`config.mk`:
```
export PLATFORM = sky130hd
export DESIGN_NAME = fetch_unit_flat
export DESIGN_NICKNAME = d
export VERILOG_FILES = /design/src/rtl/fetch_unit_if.sv /design/src/rtl/fetch_unit.sv /design/src/flat_wrapper.sv
export SDC_FILE = /design/constraint.sdc
export NUM_CORES = 1
export LEC_CHECK = 0
export ABC_AREA = 1
export CAP_MARGIN = 0
export CORE_MARGIN = 2
export CORE_UTILIZATION = 49
export CTS_BUF_LIST = sky130_fd_sc_hd__clkbuf_2 sky130_fd_sc_hd__clkbuf_4 sky130_fd_sc_hd__clkbuf_8
export DETAILED_ROUTE_END_ITERATION = 12
export GPL_TIMING_DRIVEN = 0
export MAX_ROUTING_LAYER = met4
export PLACE_DENSITY = 0.89
export SYNTH_ARGS = -nofsm -noshare
export SYNTH_HDL_FRONTEND = slang
export SYNTH_SLANG_ARGS = --single-unit
```
`constraint.sdc`:
```
create_clock -name clk -period 2.6 [get_ports clk]
set_input_delay 0.26 -clock clk [delete_from_list [all_inputs] [get_ports clk]]
set_output_delay 0.26 -clock clk [all_outputs]
set_load 0.005 [all_outputs]
```
`src/rtl/fetch_unit_if.sv`:
```
// fetch_unit_if: instruction-memory read channel between the fetch stage and memory.
//   imem_req_valid  fetch -> mem   read request valid
//   imem_req_ready  mem -> fetch   memory accepts the request
//   imem_addr       fetch -> mem   read address
//   imem_rsp_valid  mem -> fetch   read data valid
//   imem_rdata      mem -> fetch   read data
// Modports: master (fetch stage side), slave (memory side).
interface fetch_unit_if;
  logic        imem_req_valid;
  logic        imem_req_ready;
  logic [31:0] imem_addr;
  logic        imem_rsp_valid;
  logic [31:0] imem_rdata;

  modport master (
    output imem_req_valid,
    output imem_addr,
    input  imem_req_ready,
    input  imem_rsp_valid,
    input  imem_rdata
  );

  modport slave (
    input  imem_req_valid,
    input  imem_addr,
    output imem_req_ready,
    output imem_rsp_valid,
    output imem_rdata
  );
endinterface

```
`src/rtl/fetch_unit.sv`:
```
// fetch_unit: instruction fetch stage. Holds the PC, issues one instruction-memory
// read at a time, captures the returned word and presents it downstream until retired.
// Ports:
//   clk, reset_n           clock, asynchronous active-low reset
//   imem                   instruction-memory channel (fetch_unit_if.master)
//   instr_valid/ready      downstream handshake; retire on valid & ready
//   Instr, op, funct3, funct7b5   captured instruction and its decoded fields
//   PC, PCPlus4            address of Instr and PC + 4 (mod 2^32)
//   PCSrc, PCTarget        next-PC select and target, sampled at retire only
//   instret                retired-instruction counter (wraps)
//   fetch_err              sticky error flag (misaligned target / unsolicited response)
//
// state | meaning
// IDLE  | reset state, moves to REQ on first clock after reset release
// REQ   | request for PC held on imem until accepted
// WAIT  | request accepted, waiting for the single outstanding response
// HOLD  | Instr presented downstream until instr_ready
// HALT  | error; outputs quiet, fetch_err high, left only by reset
module fetch_unit #(
  parameter logic [31:0] RESET_PC = 32'h0000_0000
) (
  input  logic         clk,
  input  logic         reset_n,
  fetch_unit_if.master imem,
  output logic         instr_valid,
  input  logic         instr_ready,
  output logic [31:0]  Instr,
  output logic [6:0]   op,
  output logic [2:0]   funct3,
  output logic         funct7b5,
  output logic [31:0]  PC,
  output logic [31:0]  PCPlus4,
  input  logic         PCSrc,
  input  logic [31:0]  PCTarget,
  output logic [31:0]  instret,
  output logic         fetch_err
);

  localparam logic [31:0] NOP = 32'h0000_0013;

  typedef enum logic [2:0] {
    IDLE = 3'd0,
    REQ  = 3'd1,
    WAIT = 3'd2,
    HOLD = 3'd3,
    HALT = 3'd4
  } state_t;

  state_t      state_q, state_d;
  logic [31:0] pc_q, pc_d;
  logic [31:0] instr_q, instr_d;
  logic [31:0] instret_q, instret_d;

  always_ff @(posedge clk or negedge reset_n) begin
    if (!reset_n) begin
      state_q   <= IDLE;
      pc_q      <= RESET_PC;
      instr_q   <= NOP;
      instret_q <= 32'd0;
    end else begin
      state_q   <= state_d;
      pc_q      <= pc_d;
      instr_q   <= instr_d;
      instret_q <= instret_d;
    end
  end

  always_comb begin
    state_d   = state_q;
    pc_d      = pc_q;
    instr_d   = instr_q;
    instret_d = instret_q;
    case (state_q)
      IDLE: begin
        if (imem.imem_rsp_valid) state_d = HALT;
        else                     state_d = REQ;
      end
      REQ: begin
        // a response here cannot belong to this request: it is only accepted in WAIT
        if (imem.imem_rsp_valid)      state_d = HALT;
        else if (imem.imem_req_ready) state_d = WAIT;
      end
      WAIT: begin
        if (imem.imem_rsp_valid) begin
          instr_d = imem.imem_rdata;
          state_d = HOLD;
        end
      end
      HOLD: begin
        // an unsolicited response wins over a simultaneous retire
        if (imem.imem_rsp_valid) begin
          state_d = HALT;
        end else if (instr_ready) begin
          instret_d = instret_q + 32'd1;
          if (PCSrc && (PCTarget[1:0] != 2'b00)) begin
            state_d = HALT;
          end else begin
            pc_d    = PCSrc ? PCTarget : PCPlus4;
            state_d = REQ;
          end
        end
      end
      HALT:    state_d = HALT;
      default: state_d = HALT;
    endcase
  end

  // HALT is only left by reset, so the sticky flag is simply the HALT decode
  assign imem.imem_req_valid = (state_q == REQ);
  assign imem.imem_addr      = pc_q;
  assign instr_valid         = (state_q == HOLD);
  assign fetch_err           = (state_q == HALT);
  assign Instr               = instr_q;
  assign op                  = instr_q[6:0];
  assign funct3              = instr_q[14:12];
  assign funct7b5            = instr_q[30];
  assign PC                  = pc_q;
  assign PCPlus4             = pc_q + 32'd4;
  assign instret             = instret_q;

endmodule
```
`src/flat_wrapper.sv`:
```
// flat-port wrapper written by rule: the top's interface ports become plain ports
module fetch_unit_flat 
#(
  parameter logic [31:0] RESET_PC = 32'h0000_0000
)
  (clk, reset_n, instr_valid, instr_ready, Instr, op, funct3, funct7b5, PC, PCPlus4, PCSrc, PCTarget, instret, fetch_err, imem_imem_req_valid, imem_imem_addr, imem_imem_req_ready, imem_imem_rsp_valid, imem_imem_rdata);
  fetch_unit_if imem_i ();
  input  logic clk;
  input  logic reset_n;
  output logic instr_valid;
  input  logic instr_ready;
  output logic [31:0] Instr;
  output logic [6:0] op;
  output logic [2:0] funct3;
  output logic funct7b5;
  output logic [31:0] PC;
  output logic [31:0] PCPlus4;
  input  logic PCSrc;
  input  logic [31:0] PCTarget;
  output logic [31:0] instret;
  output logic fetch_err;
  output wire logic [$bits(imem_i.imem_req_valid)-1:0] imem_imem_req_valid;
  output wire logic [$bits(imem_i.imem_addr)-1:0] imem_imem_addr;
  input wire logic [$bits(imem_i.imem_req_ready)-1:0] imem_imem_req_ready;
  input wire logic [$bits(imem_i.imem_rsp_valid)-1:0] imem_imem_rsp_valid;
  input wire logic [$bits(imem_i.imem_rdata)-1:0] imem_imem_rdata;
  assign imem_imem_req_valid = imem_i.imem_req_valid;
  assign imem_imem_addr = imem_i.imem_addr;
  assign imem_i.imem_req_ready = imem_imem_req_ready;
  assign imem_i.imem_rsp_valid = imem_imem_rsp_valid;
  assign imem_i.imem_rdata = imem_imem_rdata;
  fetch_unit #(.RESET_PC(RESET_PC)) u_core (.clk(clk), .reset_n(reset_n), .imem(imem_i), .instr_valid(instr_valid), .instr_ready(instr_ready), .Instr(Instr), .op(op), .funct3(funct3), .funct7b5(funct7b5), .PC(PC), .PCPlus4(PCPlus4), .PCSrc(PCSrc), .PCTarget(PCTarget), .instret(instret), .fetch_err(fetch_err));
endmodule
```
==> results.ini <==
[status]
status=completed

[global_routing]
grt_pass1_wl_um=30500
track_usage_pct=30.3
grt_pass1_vias=5950
globalRouteOverflowTotal=0
grt_max_degree=67
antenna_found_initial=0

[placement]
post-place-ws_ns=0.159
gp_congestion=0.953
hpwlAfterDp_um=15500
io_buffer_count=242
placed_cells=1230

[timing]
setup_viol=0
rsz0062_at_grt=false
setup_slack_ns=0.0927
period_share_pct=96.4
relSlewSlack_pct=68.1
fmax_mhz=399
worst_hold_slack_ns=0.352
worst_pin_slew_ns=0.479
drv_slew=0
skew_ns=0.00999
fin_crit_ns=2.51
fin_setup_tns_ns=0
hold_violations=0

[run]
cap_viol_max_count=0

[yosys]
yosys_warnings=0
synth-seq-cells=99
synthCells=819
synth-main-ff-cell=dfrtp_1
ys_types=38
avgSynthCellArea_um2=7.49
async_flop_share_pct=100
seq_area_frac_synth_pct=40.4
netlist_area_um2=6140
synth_edf_count=0
syn-num-nets=891

[worst_hold_path]
hold_path.class=primary input to flop

[worst_setup_path]
arrival_ns=2.25
worstSetupEndpointType=primary output
required_ns=2.34
path_max_fanout=5
critical_path.top_delay_family=simple AND/OR/NAND/NOR gates
critPathSlowestCell=clkdlybuf4s50_1
critical_path_class=flop to primary output
crit_top_cell=nor2_4
crit_buf_inv=2
cpPeakStageDelay_ns=0.52
cp_cell_sequence=ha_2, inv_1, nor2_4, nand2_4, nor2_4, nand3_1, nand2_1, clkdlybuf4s50_1
setup.worst_path.start_class=flop

[cts]
ctsLongestPathBuffers=2
cts_max_level=3
clock_latency_ns=0.38
clk_pin_slew_ns=0.10
cts-root-buf=clkbuf_8
cts_buffers=9
clock-sinks=99
cts_tree=yes

[route]
route.detailed.drc=0
drtPass1Iterations=5
avgViaCountPerCell=5.02
num_vias=6330
wl_um=20000
ant_nets=0
wl_per_cell_um=15.9
dr.first_iter.drc_count=505

[die]
start_util_pct=50.7
die_w_um=116
rows=40
io_pins=244
die_area_um2=13400
core_area_um2=12100
die_y_um=116

[layout]
mostFrequentLayoutCell=nand2_1
fin_util_pct=75.6
drive_above_1_share_pct=17.0
final_cell_mix=295 x nand2_1, 240 x clkdlybuf4s50_1, 93 x nor2_1
nets=1158
fin_cells=1260
synthToLayoutAreaGrowth_pct=49.1

[power]
switching_share_pct=28.9
internal_power_uw=3060
p_leak_uw=0.00426
powerDensity_nw_per_um2=470
ir_worst_vdd_uv=279
p_seq_share_pct=45.2
combPwrFrac_pct=32.6
p_clk_share_pct=22.3
p_sw_uw=1240

## Yosys cell counts (all sizes together) (5+ instances only)
master,instances,share of area [%]
and2,5,0.51
nand3,61,5.5
nor3,5,0.49
xnor2,9,1.3
inv,81,5.0
o21ai,21,2.1
xor2,21,3.0
mux2,32,5.9
nor2,109,7.8
nand2,302,19
dfrtp,96,39
buf,60,7.5
## what timing repair did
action,CTS,global route
hold buffers,1,0
gates resized for setup,11,24
pin swaps,1,5
endpoints found under the setup margin,15,21
buffers inserted,2,10
hold endpoints to repair,32,0
## cell type report
| cell class | instances | area [um2] |
|---|---|---|
| diodes | 1 | 2.50 |
| plain buffers | 60 | 460 |
| clock buffers | 10 | 131 |
| clock inverters | 6 | 48.8 |
| fillers | 912 | 2960 |
| inverters | 81 | 307 |
| multi-input cells | 579 | 2940 |
| flip-flops and latches | 99 | 2510 |
| well taps | 168 | 210 |
| repair buffers | 256 | 2550 |
## metal layers
metal	track usage, %	share of wire (%)	vias to the layer above
li1	-	-	3034
met1	35.7	38	2939
met2	49.8	50	303
met3	7.48	8.4	54
met4	12.5	3.5	0
met5	-	0	-
## through the flow
step | total power [uW] | cell area (um2)
after CTS | 4310 | 9030
after global routing | 4520 | 9150
final | 4310 | 9160
after global placement | 3290 | 8770
after detailed placement | 3360 | 8800
after floorplan | 2400 | 6140
## path summary, 6_finish.rpt
check / end / slack [ns] / cells after the start / start
setup / recovery: PCPlus4[22] / 0.09 / 8 / u_core.PC[3]
hold / removal: u_core.PC[31] / 0.35 / 5 / PCSrc
setup reg to reg: u_core.instret[30] / 0.74 / 10 / u_core.instret[0]
hold reg to reg: u_core.Instr[9] / 0.51 / 1 / u_core.Instr[9]
max in group asynchronous: u_core.Instr[0] / 1.48 / 3 / reset_n
min in group asynchronous: u_core.instret[26] / 0.37 / 2 / reset_n
## state kept, by name, summed over array words and instances, names as in the netlist
register	flops
u_core.PC	32
u_core.state_q	3
u_core.Instr	32
u_core.instret	32
## power by group through the flow
stage	Combinational (uW)	Clock (uW)	Sequential [uW]
2_1_floorplan	447	0	1950
3_3_place_gp	1340	0	1950
3_5_place_dp	1380	0	1980
4_1_cts	1390	974	1940
5_1_grt	1510	1040	1970
6_report	1400	960	1940
## worst min-delay path: stages
cell	delay [ns]
buf_2	0.17
nand3_1	0.10
o21ai_0	0.08
inv_1	0.05
nand2_1	0.04
## cells by family (layout without fill, tap and decap cells)
| group | Yosys count | after routing | synth area share (%) |
|---|---|---|---|
| adder cells (fa/ha/maj) | 2 | 2 | 0.408 |
| flip-flops | 99 | 99 | 40.4 |
| XOR/XNOR | 30 | 30 | 4.28 |
| buffers and inverters | 141 | 413 | 12.5 |
| other | 0 | 1 | 0 |
| AND/OR/NAND/NOR | 489 | 489 | 33.9 |
| AO/OA/AOI/OAI | 26 | 26 | 2.67 |
| multiplexers | 32 | 32 | 5.87 |
No activity file was read; power rests on OpenSTA's default activity.
